==> src/rtl/wb_pkg.sv <==
// Shared types and default sizes for the cache-side write buffer / memory interface.
package wb_pkg;

    localparam int WB_ADDR_W = 16;
    localparam int WB_DATA_W = 32;
    localparam int WB_DEPTH  = 4;

    typedef enum logic [1:0] {
        C_IDLE   = 2'd0,
        C_RDWAIT = 2'd1,
        C_RESP   = 2'd2,
        C_FLUSH  = 2'd3
    } c_state_t;

    typedef enum logic [1:0] {
        M_IDLE  = 2'd0,
        M_WRITE = 2'd1,
        M_READ  = 2'd2
    } m_state_t;

    typedef struct packed {
        logic [WB_ADDR_W-1:0] addr;
        logic [WB_DATA_W-1:0] data;
    } wb_entry_t;

endpackage

==> src/rtl/wb_fifo.sv <==
// Write buffer storage: in-order FIFO of {addr, data} with a youngest-match
// forwarding lookup across all valid entries.
module wb_fifo
    import wb_pkg::*;
#(
    parameter int ADDR_W = WB_ADDR_W,
    parameter int DATA_W = WB_DATA_W,
    parameter int DEPTH  = WB_DEPTH,
    localparam int PTR_W = $clog2(DEPTH),
    localparam int CNT_W = PTR_W + 1
) (
    input  logic              clk,
    input  logic              rst,
    input  logic              i_push,
    input  logic [ADDR_W-1:0] i_push_addr,
    input  logic [DATA_W-1:0] i_push_data,
    input  logic              i_pop,
    input  logic [ADDR_W-1:0] i_lookup_addr,
    output logic [ADDR_W-1:0] o_head_addr,
    output logic [DATA_W-1:0] o_head_data,
    output logic [CNT_W-1:0]  o_count,
    output logic              o_full,
    output logic              o_empty,
    output logic              o_hit,
    output logic [DATA_W-1:0] o_hit_data
);

    localparam logic [PTR_W-1:0] PTR_ONE = PTR_W'(1);
    localparam logic [CNT_W-1:0] CNT_ONE = CNT_W'(1);

    logic [ADDR_W-1:0] r_addr [DEPTH];
    logic [DATA_W-1:0] r_data [DEPTH];
    logic [PTR_W-1:0]  r_wr_ptr;
    logic [PTR_W-1:0]  r_rd_ptr;
    logic [CNT_W-1:0]  r_count;
    logic              w_push;
    logic              w_pop;
    logic              w_hit;
    logic [DATA_W-1:0] w_hit_data;

    assign w_push      = i_push && !o_full;
    assign w_pop       = i_pop && !o_empty;
    assign o_full      = (r_count == CNT_W'(DEPTH));
    assign o_empty     = (r_count == {CNT_W{1'b0}});
    assign o_count     = r_count;
    assign o_head_addr = r_addr[r_rd_ptr];
    assign o_head_data = r_data[r_rd_ptr];
    assign o_hit       = w_hit;
    assign o_hit_data  = w_hit_data;

    // Storage, wrap-around pointers and occupancy count
    always_ff @(posedge clk) begin
        if (rst) begin
            r_wr_ptr <= {PTR_W{1'b0}};
            r_rd_ptr <= {PTR_W{1'b0}};
            r_count  <= {CNT_W{1'b0}};
            for (int i = 0; i < DEPTH; i++) begin
                r_addr[i] <= {ADDR_W{1'b0}};
                r_data[i] <= {DATA_W{1'b0}};
            end
        end else begin
            if (w_push) begin
                r_addr[r_wr_ptr] <= i_push_addr;
                r_data[r_wr_ptr] <= i_push_data;
                r_wr_ptr         <= r_wr_ptr + PTR_ONE;
            end
            if (w_pop) begin
                r_rd_ptr <= r_rd_ptr + PTR_ONE;
            end
            case ({w_push, w_pop})
                2'b10:   r_count <= r_count + CNT_ONE;
                2'b01:   r_count <= r_count - CNT_ONE;
                default: r_count <= r_count;
            endcase
        end
    end

    // Walk oldest to youngest so a later (younger) match overrides an older one
    always_comb begin
        w_hit      = 1'b0;
        w_hit_data = {DATA_W{1'b0}};
        for (int i = 0; i < DEPTH; i++) begin
            logic [PTR_W-1:0] v_idx;
            logic             v_match;
            v_idx      = r_rd_ptr + PTR_W'(i);
            v_match    = (CNT_W'(i) < r_count) && (r_addr[v_idx] == i_lookup_addr);
            w_hit      = w_hit | v_match;
            w_hit_data = v_match ? r_data[v_idx] : w_hit_data;
        end
    end

endmodule

==> src/rtl/write_buffer_mem_if.sv <==
// Write-through buffer between the L1 cache controller and main memory:
// cache-side FSM, memory-side FSM and read/drain arbitration.
module write_buffer_mem_if
    import wb_pkg::*;
#(
    parameter int ADDR_W = WB_ADDR_W,
    parameter int DATA_W = WB_DATA_W,
    parameter int DEPTH  = WB_DEPTH,
    localparam int CNT_W = $clog2(DEPTH) + 1
) (
    input  logic              clk,
    input  logic              rst,
    input  logic              c_rd,
    input  logic              c_wr,
    input  logic [ADDR_W-1:0] c_addr,
    input  logic [DATA_W-1:0] c_wdata,
    output logic [DATA_W-1:0] c_rdata,
    output logic              c_ready,
    input  logic              flush,
    output logic              flush_done,
    output logic              m_req,
    output logic              m_we,
    output logic [ADDR_W-1:0] m_addr,
    output logic [DATA_W-1:0] m_wdata,
    input  logic [DATA_W-1:0] m_rdata,
    input  logic              m_ack,
    output logic [CNT_W-1:0]  buf_count,
    output logic              buf_full,
    output logic              buf_empty
);

    c_state_t          r_c_state;
    m_state_t          r_m_state;
    logic [DATA_W-1:0] r_c_rdata;
    logic              r_c_ready;
    logic              r_flush_done;
    logic              r_flush_pend;
    logic [ADDR_W-1:0] r_rd_addr;
    logic              r_m_req;
    logic              r_m_we;
    logic [ADDR_W-1:0] r_m_addr;
    logic [DATA_W-1:0] r_m_wdata;

    logic              w_push;
    logic              w_pop;
    logic              w_take_flush;
    logic              w_drained;
    logic              w_hit;
    logic [DATA_W-1:0] w_hit_data;
    logic [ADDR_W-1:0] w_head_addr;
    logic [DATA_W-1:0] w_head_data;
    logic [CNT_W-1:0]  w_count;
    logic              w_full;
    logic              w_empty;

    wb_fifo #(
        .ADDR_W (ADDR_W),
        .DATA_W (DATA_W),
        .DEPTH  (DEPTH)
    ) u_fifo (
        .clk           (clk),
        .rst           (rst),
        .i_push        (w_push),
        .i_push_addr   (c_addr),
        .i_push_data   (c_wdata),
        .i_pop         (w_pop),
        .i_lookup_addr (c_addr),
        .o_head_addr   (w_head_addr),
        .o_head_data   (w_head_data),
        .o_count       (w_count),
        .o_full        (w_full),
        .o_empty       (w_empty),
        .o_hit         (w_hit),
        .o_hit_data    (w_hit_data)
    );

    assign w_take_flush = (r_c_state == C_IDLE) && (flush || r_flush_pend);
    assign w_push       = (r_c_state == C_IDLE) && !w_take_flush && c_wr && !w_full;
    assign w_pop        = (r_m_state == M_WRITE) && m_ack;
    // True when, after this edge, the buffer is empty and memory is idle; lets
    // flush_done follow the final ack by one cycle instead of two.
    assign w_drained    = ((r_m_state == M_IDLE) && w_empty) ||
                          ((r_m_state == M_WRITE) && m_ack && (w_count == CNT_W'(1)));

    assign c_rdata    = r_c_rdata;
    assign c_ready    = r_c_ready;
    assign flush_done = r_flush_done;
    assign m_req      = r_m_req;
    assign m_we       = r_m_we;
    assign m_addr     = r_m_addr;
    assign m_wdata    = r_m_wdata;
    assign buf_count  = w_count;
    assign buf_full   = w_full;
    assign buf_empty  = w_empty;

    // Cache-side FSM: accepts writes, forwards hits, waits on misses, runs flush
    always_ff @(posedge clk) begin
        if (rst) begin
            r_c_state    <= C_IDLE;
            r_c_rdata    <= {DATA_W{1'b0}};
            r_c_ready    <= 1'b0;
            r_flush_done <= 1'b0;
            r_flush_pend <= 1'b0;
            r_rd_addr    <= {ADDR_W{1'b0}};
        end else begin
            r_c_ready    <= 1'b0;
            r_flush_done <= 1'b0;
            case (r_c_state)
                C_IDLE: begin
                    if (w_take_flush) begin
                        r_flush_pend <= 1'b0;
                        if (w_drained) begin
                            r_flush_done <= 1'b1;
                        end else begin
                            r_c_state <= C_FLUSH;
                        end
                    end else if (c_wr) begin
                        if (!w_full) begin
                            r_c_ready <= 1'b1;
                            r_c_state <= C_RESP;
                        end
                    end else if (c_rd) begin
                        if (w_hit) begin
                            r_c_rdata <= w_hit_data;
                            r_c_ready <= 1'b1;
                            r_c_state <= C_RESP;
                        end else begin
                            r_rd_addr <= c_addr;
                            r_c_state <= C_RDWAIT;
                        end
                    end
                end
                C_RDWAIT: begin
                    r_flush_pend <= r_flush_pend | flush;
                    if ((r_m_state == M_READ) && m_ack) begin
                        r_c_rdata <= m_rdata;
                        r_c_ready <= 1'b1;
                        r_c_state <= C_RESP;
                    end
                end
                C_RESP: begin
                    r_flush_pend <= r_flush_pend | flush;
                    r_c_state    <= C_IDLE;
                end
                C_FLUSH: begin
                    if (w_drained) begin
                        r_flush_done <= 1'b1;
                        r_c_state    <= C_IDLE;
                    end
                end
                default: r_c_state <= C_IDLE;
            endcase
        end
    end

    // Memory-side FSM: a pending miss jumps ahead of draining, never preempts a write
    always_ff @(posedge clk) begin
        if (rst) begin
            r_m_state <= M_IDLE;
            r_m_req   <= 1'b0;
            r_m_we    <= 1'b0;
            r_m_addr  <= {ADDR_W{1'b0}};
            r_m_wdata <= {DATA_W{1'b0}};
        end else begin
            case (r_m_state)
                M_IDLE: begin
                    if (r_c_state == C_RDWAIT) begin
                        r_m_req   <= 1'b1;
                        r_m_we    <= 1'b0;
                        r_m_addr  <= r_rd_addr;
                        r_m_state <= M_READ;
                    end else if (!w_empty) begin
                        r_m_req   <= 1'b1;
                        r_m_we    <= 1'b1;
                        r_m_addr  <= w_head_addr;
                        r_m_wdata <= w_head_data;
                        r_m_state <= M_WRITE;
                    end
                end
                M_WRITE, M_READ: begin
                    if (m_ack) begin
                        r_m_req   <= 1'b0;
                        r_m_we    <= 1'b0;
                        r_m_state <= M_IDLE;
                    end
                end
                default: begin
                    r_m_req   <= 1'b0;
                    r_m_state <= M_IDLE;
                end
            endcase
        end
    end

endmodule

==> config.mk <==
export PLATFORM = sky130hd
export DESIGN_NAME = write_buffer_mem_if
export DESIGN_NICKNAME = d
export VERILOG_FILES = /design/src/rtl/wb_pkg.sv /design/src/rtl/wb_fifo.sv /design/src/rtl/write_buffer_mem_if.sv
export SDC_FILE = /design/constraint.sdc
export NUM_CORES = 1
export LEC_CHECK = 0
export CAP_MARGIN = 20
export CORE_MARGIN = 3
export CORE_UTILIZATION = 59
export DETAILED_ROUTE_END_ITERATION = 8
export PLACE_DENSITY_LB_ADDON = 0.15
export SLEW_MARGIN = 25
export SYNTH_ARGS = -nofsm -noshare
export SYNTH_HDL_FRONTEND = slang
export SYNTH_SLANG_ARGS = --single-unit
==> constraint.sdc <==
create_clock -name clk -period 7.58 [get_ports clk]
set_input_delay 0.758 -clock clk [delete_from_list [all_inputs] [get_ports clk]]
set_output_delay 0.758 -clock clk [all_outputs]
set_load 0.03 [all_outputs]
==> Word-level counts from Yosys, hierarchy flattened <==
Memories as Yosys holds them, arrays and structs flattened. A register that Yosys moved wholly into a read port is not among the register bits.
Cells that the tools add are included.
{ "word_totals": {"wordCells": 158, "input_bits": 86, "ramBits": 192, "mem_count": 2, "out_inout_bits": 89, "ff_bits": 112} }
{ "op_classes": {"add_sub_neg": 6, "eq_ne": 26, "bitwise_logic": 9, "magnitude_cmp": 4, "mux": 59, "n_reduce_logical": 38} }
{ "memory_table": {"columns": ["name", "words", "word_bits", "rd", "rd_clocked_by_memory_dff", "write_ports", "line", "text"], "rows": [
  ["u_fifo.r_data", 4, 32, 4, 1, 4, "wb_fifo.sv:32", "logic [DATA_W-1:0] r_data [DEPTH];"],
  ["u_fifo.r_addr", 4, 16, 4, 1, 4, "wb_fifo.sv:31", "logic [ADDR_W-1:0] r_addr [DEPTH];"]
]} }
{ "ops": {"columns": ["cell", "count"], "rows": [
  ["two-way mux 32 bit", 10],
  ["equality test 16 bit", 4],
  ["case mux 32 bit (2 select lines)", 1],
  ["two-way mux 16 bit", 3],
  ["two-way mux 2 bit", 17],
  ["OR reduction 32 bit", 1],
  ["two-way mux 1 bit", 20],
  ["!= test 2 bit (second input constant)", 8],
  ["OR reduction 16 bit", 1],
  ["logical AND 1 bit", 14],
  ["case mux 1 bit (2 select lines)", 5],
  ["AND reduction 5 bit", 2],
  ["equality test 2 bit (second input constant)", 4],
  ["!= test 4 bit (second input constant)", 2],
  ["case mux 2 bit (4 select lines)", 1],
  ["nonzero test 2 bit", 4],
  ["equality test 2 x 1 -> 1 bit (second input constant)", 3],
  ["less-than comparator 1 x 3 -> 1 bit (first input constant)", 2],
  ["less-than comparator 2 x 3 -> 1 bit (first input constant)", 2],
  ["!= test 3 bit (second input constant)", 2],
  ["case mux 3 bit (2 select lines)", 1],
  ["AND reduction 2 bit", 3],
  ["AND reduction 3 bit", 2],
  ["AND reduction 6 bit", 1],
  ["15 further kinds", 29]
]} }

==> Logic depth before layout (Yosys ltp) <==
{ "depth": {"depth_word": 12, "mapped_depth": 14, "mapped_depth_nobuf": 10} }

==> Hierarchy <==
Synthesis repeated with hierarchy kept, for this count alone.
{ "unflattened": {"hier_cells": 1667, "area_unflattened_um2": 18106.1} }
{ "by_module_without_submodules": {"columns": ["module", "area_each_um2", "seq_area_each_um2", "instances", "cells_each"], "rows": [
  ["wb_fifo", 13695.6, 5945.7, 1, 1182],
  ["write_buffer_mem_if", 4410.5, 2102.0, 1, 485]
]} }

==> Worst setup path before layout <==
OpenSTA, ideal clock, no wires.
{ "synth_path": {"path_type": "register to register", "startpoint": "register u_fifo.r_count[0], in the netlist u_fifo.o_count[0]", "endpoint": "memory u_fifo.r_addr[3][0] (netlist bit), enable pin", "required_ns": 7.060, "stages_incl_launch_ff": 7, "synth_period_minus_slack_ns": 5.559, "arrival_ns": 5.039, "setup_ns": 0.520, "n_path_buf": 0, "setup_slack_ns": 2.021, "cell_sequence": "dfxtp_1 > inv_1 > ha_1 > nand2_1 > nand4_1 > or2_2 > o21ai_0"} }
{ "synth_rtl": {"columns": ["element", "line", "text"], "rows": [
  ["start, declared", "wb_fifo.sv:35", "logic [CNT_W-1:0] r_count;"],
  ["start signal, assigned", "wb_fifo.sv:56", "r_count <= {CNT_W{1'b0}};"],
  ["start signal, assigned", "wb_fifo.sv:71", "2'b10: r_count <= r_count + CNT_ONE;"],
  ["start signal, assigned", "wb_fifo.sv:72", "2'b01: r_count <= r_count - CNT_ONE;"],
  ["end, declared", "wb_fifo.sv:31", null]
]} }

==> impl_metrics.py <==
metrics = {
    "status": {
        "run_status": "complete, no violations",
    },
    "timing": {
        "slew_violations": 0,
        "finalSetupViolCount": 0,
        "whs_ns": 0.451,
        "timing_hold_violations_final": 0,
        "final_period_minus_worst_setup_slack_ns": 4.98,
        "final.period_utilization_pct": 65.7,
        "fin_setup_tns_ns": 0,
        "setup_clock_skew_after_layout_ns": 0.0199,
        "fmax_ghz": 0.201,
        "max_slew.worst_pin.slew_ns": 1.01,
        "relSlewSlack_pct": 32.9,
        "rsz0062_at_grt": "no",
    },
    "grt": {
        "wire_length_of_the_first_global_routing_pass_mm": 86.0,
        "grt_overflow": 0,
        "grt_util_all_layers_pct": 32.6,
        "grt_antenna_before_repair": 0,
        "grt_start_max_net_pins": 101,
        "grt_pass1_vias": 15079,
    },
    "clocking": {
        "cts-buffers-inserted": 35,
        "h-tree-depth": 2,
        "postCtsSetupBuffers": 0,
        "tritoncts": "yes",
        "root_buffer": "sky130_fd_sc_hd__clkbuf_16",
        "hold_buffers": 0,
        "clock_sinks": 306,
        "clk_path_buf_depth": 3,
        "worstSkewPairLatency_ns": 0.52,
        "count_of_cells_resized_by_post_cts_repair": 0,
        "clk_transition_reported_paths_ns": 0.06,
    },
    "cells_and_area": {
        "final_nets": 1992,
        "area_growth_syn_to_layout_pct": 15.8,
        "post_route_cells_drive_above_1_share_pct": 12.7,
        "ff_latch_area_sq_mm": 0.00806,
        "multi_input_area_sq_mm": 0.00980,
        "fillCellCount": 2313,
        "n_antenna_cell": 0,
    },
    "placed_design": {
        "io_buffer_count": 174,
        "post-dp-hpwl_mm": 35.0,
        "globalplace.congestion": 0.977,
    },
    "drt": {
        "drt_drc_violations_left": 0,
        "route.final.wire_length_mm": 56.0,
        "routed_length_per_placed_instance_microns": 24.2,
        "detailedRoute.firstIterationViolations": 1883,
        "routed_vias": 15487,
        "first_pass_iters": 5,
        "vias_per_cell": 6.69,
        "antenna_violating_nets_left": 0,
    },
    "power_and_ir_drop": {
        "leakage_power_total_nw": 7.46,
        "power.switching_mw": 1.92,
        "p_clk_share_pct": 30.6,
        "power.ir.vdd_worst_mv": 0.206,
        "power.share.sequential_pct": 39.2,
        "share_comb_of_total_power_pct": 30.2,
        "p_sw_share_pct": 34.8,
        "areal_power_density_over_the_cells_mw_per_mm2": 254,
        "internal_power_mw": 3.59,
    },
    "worst_setup_path": {
        "cell_breakdown_of_the_critical_path": "buf_4, mux4_2, xnor2_1, nand2_1, or3_1, or4_1, a41oi_4, buf_4, or2_1, buf_4, a31oi_1",
        "critical_path.max_fanout": 33,
        "worst_ep_arrival_time_ns": 5.35,
        "setup.worst_path.class": "reg -> reg",
        "critical-path-top-cell-by-count": "sky130_fd_sc_hd__buf_4",
        "critPathLaunchType": "flop",
        "slowest_delay_ns": 0.64,
        "critical_path.slowest_cell": "sky130_fd_sc_hd__dfxtp_4",
        "r2r_cells": 11,
        "worst_path_required_time_ns": 7.95,
        "cp-end-kind": "flop",
    },
    "floorplanning": {
        "die_area_sq_mm": 0.0340,
        "floorplan.die.width_microns": 184,
        "core_area_sq_mm": 0.0310,
        "initial_core_util_pct": 60.5,
        "num_io_pins": 175,
        "die_height_microns": 184,
        "core.rowCount": 64,
    },
    "synthesis": {
        "synth_flop_cell": "sky130_fd_sc_hd__edfxtp_1",
        "synth_seq_area_share_pct": 42.9,
        "synth_async_sr_flop_share_pct": 0,
        "synth.ff_latch_count": 306,
        "number_of_nets_produced_by_synthesis": 1922,
        "avg_synthesized_cell_area_sq_um": 10.3,
        "synth_edf_count": 192,
        "yosysWarningCount": 0,
        "synth_cell_type_count": 69,
        "synthCells": 1824,
        "mappedNetlistArea_sq_mm": 0.0188,
    },
    "flow_run": {
        "maxCapViolations": 0,
    },
    "worst_hold_path": {
        "whs_path_depth": 2,
        "holdCritPathClass": "reg -> reg",
    },
}
==> area by class of cell <==
| class | count | area share [%] |
|---|---|---|
| Multi-Input combinational cell | 1277 | 45.1 |
| Sequential cell | 306 | 37.1 |
| Timing Repair Buffer | 205 | 9.10 |
| Clock buffer | 38 | 4.08 |
| Tap cell | 396 | 2.28 |
| Inverter | 69 | 1.20 |
| Clock inverter | 24 | 1.11 |
==> through the flow <==
stage | utilization [%] | std cells | power, mW | setup WS, ns | instance area (sq um)
floorplan | - | 1824 | 3.20 | 2.02 | 18800
global placement | 66.4 | 2253 | 3.79 | 2.73 | 20600
detailed placement | 66.4 | 2253 | 3.82 | 2.66 | 20600
CTS | 70.1 | 2315 | 5.51 | 2.63 | 21700
global route | 70.1 | 2315 | 5.74 | 2.34 | 21700
finish | 70.1 | 2315 | 5.51 | 2.60 | 21700
==> kinds of logic after synthesis <==
logic type / Yosys count / synth area share [%]
flip-flops: 306 / 42.9
AO/OA/AOI/OAI: 410 / 16.0
multiplexers: 235 / 17.8
adder cells (fa/ha/maj): 12 / 0.800
XOR/XNOR: 69 / 3.30
AND/OR/NAND/NOR: 551 / 13.9
buffers and inverters: 241 / 5.43
==> cells in the mapped netlist (all sizes together), types with 4 or more instances <==
| cell type | n | area [sq um] |
|---|---|---|
| or3 | 5 | 31.3 |
| and2 | 53 | 332 |
| nand2b | 9 | 56.3 |
| nand3 | 30 | 150 |
| nor2 | 188 | 706 |
| or2 | 4 | 25.0 |
| a31oi | 35 | 219 |
| dfxtp | 114 | 2280 |
| mux4 | 72 | 1660 |
| mux2 | 35 | 394 |
| nand4 | 10 | 62.6 |
| nor4 | 7 | 50.1 |
| inv | 69 | 259 |
| buf | 60 | 338 |
| edfxtp | 192 | 5770 |
| a311oi | 4 | 35.0 |
| nand2 | 151 | 567 |
| a2111oi | 33 | 289 |
| nor2b | 34 | 213 |
| and3 | 37 | 231 |
| and4 | 4 | 35.0 |
| nor3 | 4 | 20.0 |
| a221oi | 34 | 298 |
| mux2i | 128 | 1280 |
| a22oi | 4 | 30.0 |
| xnor2 | 54 | 488 |
| o31ai | 32 | 240 |
| or4 | 7 | 52.6 |
| ha | 12 | 150 |
| a211oi | 107 | 963 |
| clkbuf | 112 | 422 |
| o21ai | 67 | 335 |
| a21oi | 66 | 330 |
| xor2 | 15 | 131 |
==> metal layers <==
layer  part of all wire (%)  global-route usage, %  wire (microns)  vias to the layer above
li1                       -                      -               -                     6956
met5                      0                      0               0                        -
met3                     12                   7.58            6850                      131
met1                     40                   45.6           22300                     7431
met2                     45                   50.8           25400                      969
met4                    2.6                   9.98            1440                        0
==> final timing paths <==
path                                     to  slack (ns)        start
worst max register to register   c_rdata[1]        2.60         flop
worst max-delay path             c_rdata[1]        2.60         flop
worst min register to register  m_wdata[10]        0.45  m_wdata[10]
worst min-delay path            m_wdata[10]        0.45  m_wdata[10]
==> state kept, by name, indices dropped and copies added, names as in the netlist, named ones only <==
signal and cells:
u_fifo.o_count 3, r_c_state 2, u_fifo.r_addr 64, u_fifo.r_rd_ptr 2, m_wdata 32, m_addr 16
r_rd_addr 16, u_fifo.r_data 128, u_fifo.r_wr_ptr 2, m_req 1, m_we 1, flush_done 1
r_m_state 2, r_flush_pend 1, c_rdata 32, c_ready 1
==> power groups by stage <==
stage	clock network, mW	logic, mW	registers, mW
5_1_grt	1.77	1.78	2.18
3_5_place_dp	0	1.64	2.19
2_1_floorplan	0	0.876	2.33
6_report	1.69	1.67	2.16
4_1_cts	1.70	1.65	2.15
3_3_place_gp	0	1.61	2.18
==> worst max-delay path, delay by kind of cell (launching register included) <==
kind / cells / cell delay (ns)
buffers and inverters: 3 / 1.45
AND/OR/NAND/NOR: 4 / 1.44
flip-flops: 1 / 0.64
multiplexers: 1 / 0.63
AO/OA/AOI/OAI: 2 / 0.40
XOR/XNOR: 1 / 0.23
==> cell usage in the layout, fill, tap and decap left out, drive strengths merged, types with 4 or more instances in the layout <==
cell / synthesis / layout
a2111oi: 33 / 33
a211oi: 107 / 107
a21oi: 66 / 66
a221oi: 34 / 34
a22oi: 4 / 4
a311oi: 4 / 4
a31oi: 35 / 35
and2: 53 / 53
and3: 37 / 37
and4: 4 / 4
buf: 60 / 32
bufinv: 0 / 4
clkbuf: 112 / 38
clkdlybuf4s50: 0 / 173
clkinv: 0 / 16
dfxtp: 114 / 114
edfxtp: 192 / 192
ha: 12 / 12
inv: 69 / 71
mux2: 35 / 35
mux2i: 128 / 128
mux4: 72 / 72
nand2: 151 / 151
nand2b: 9 / 9
nand3: 30 / 30
nand4: 10 / 10
nor2: 188 / 188
nor2b: 34 / 34
nor3: 4 / 4
nor4: 7 / 7
o21ai: 67 / 67
o31ai: 32 / 32
or2: 4 / 4
or3: 5 / 5
or4: 7 / 7
xnor2: 54 / 54
xor2: 15 / 15
No activity file was read; power rests on OpenSTA's default activity.
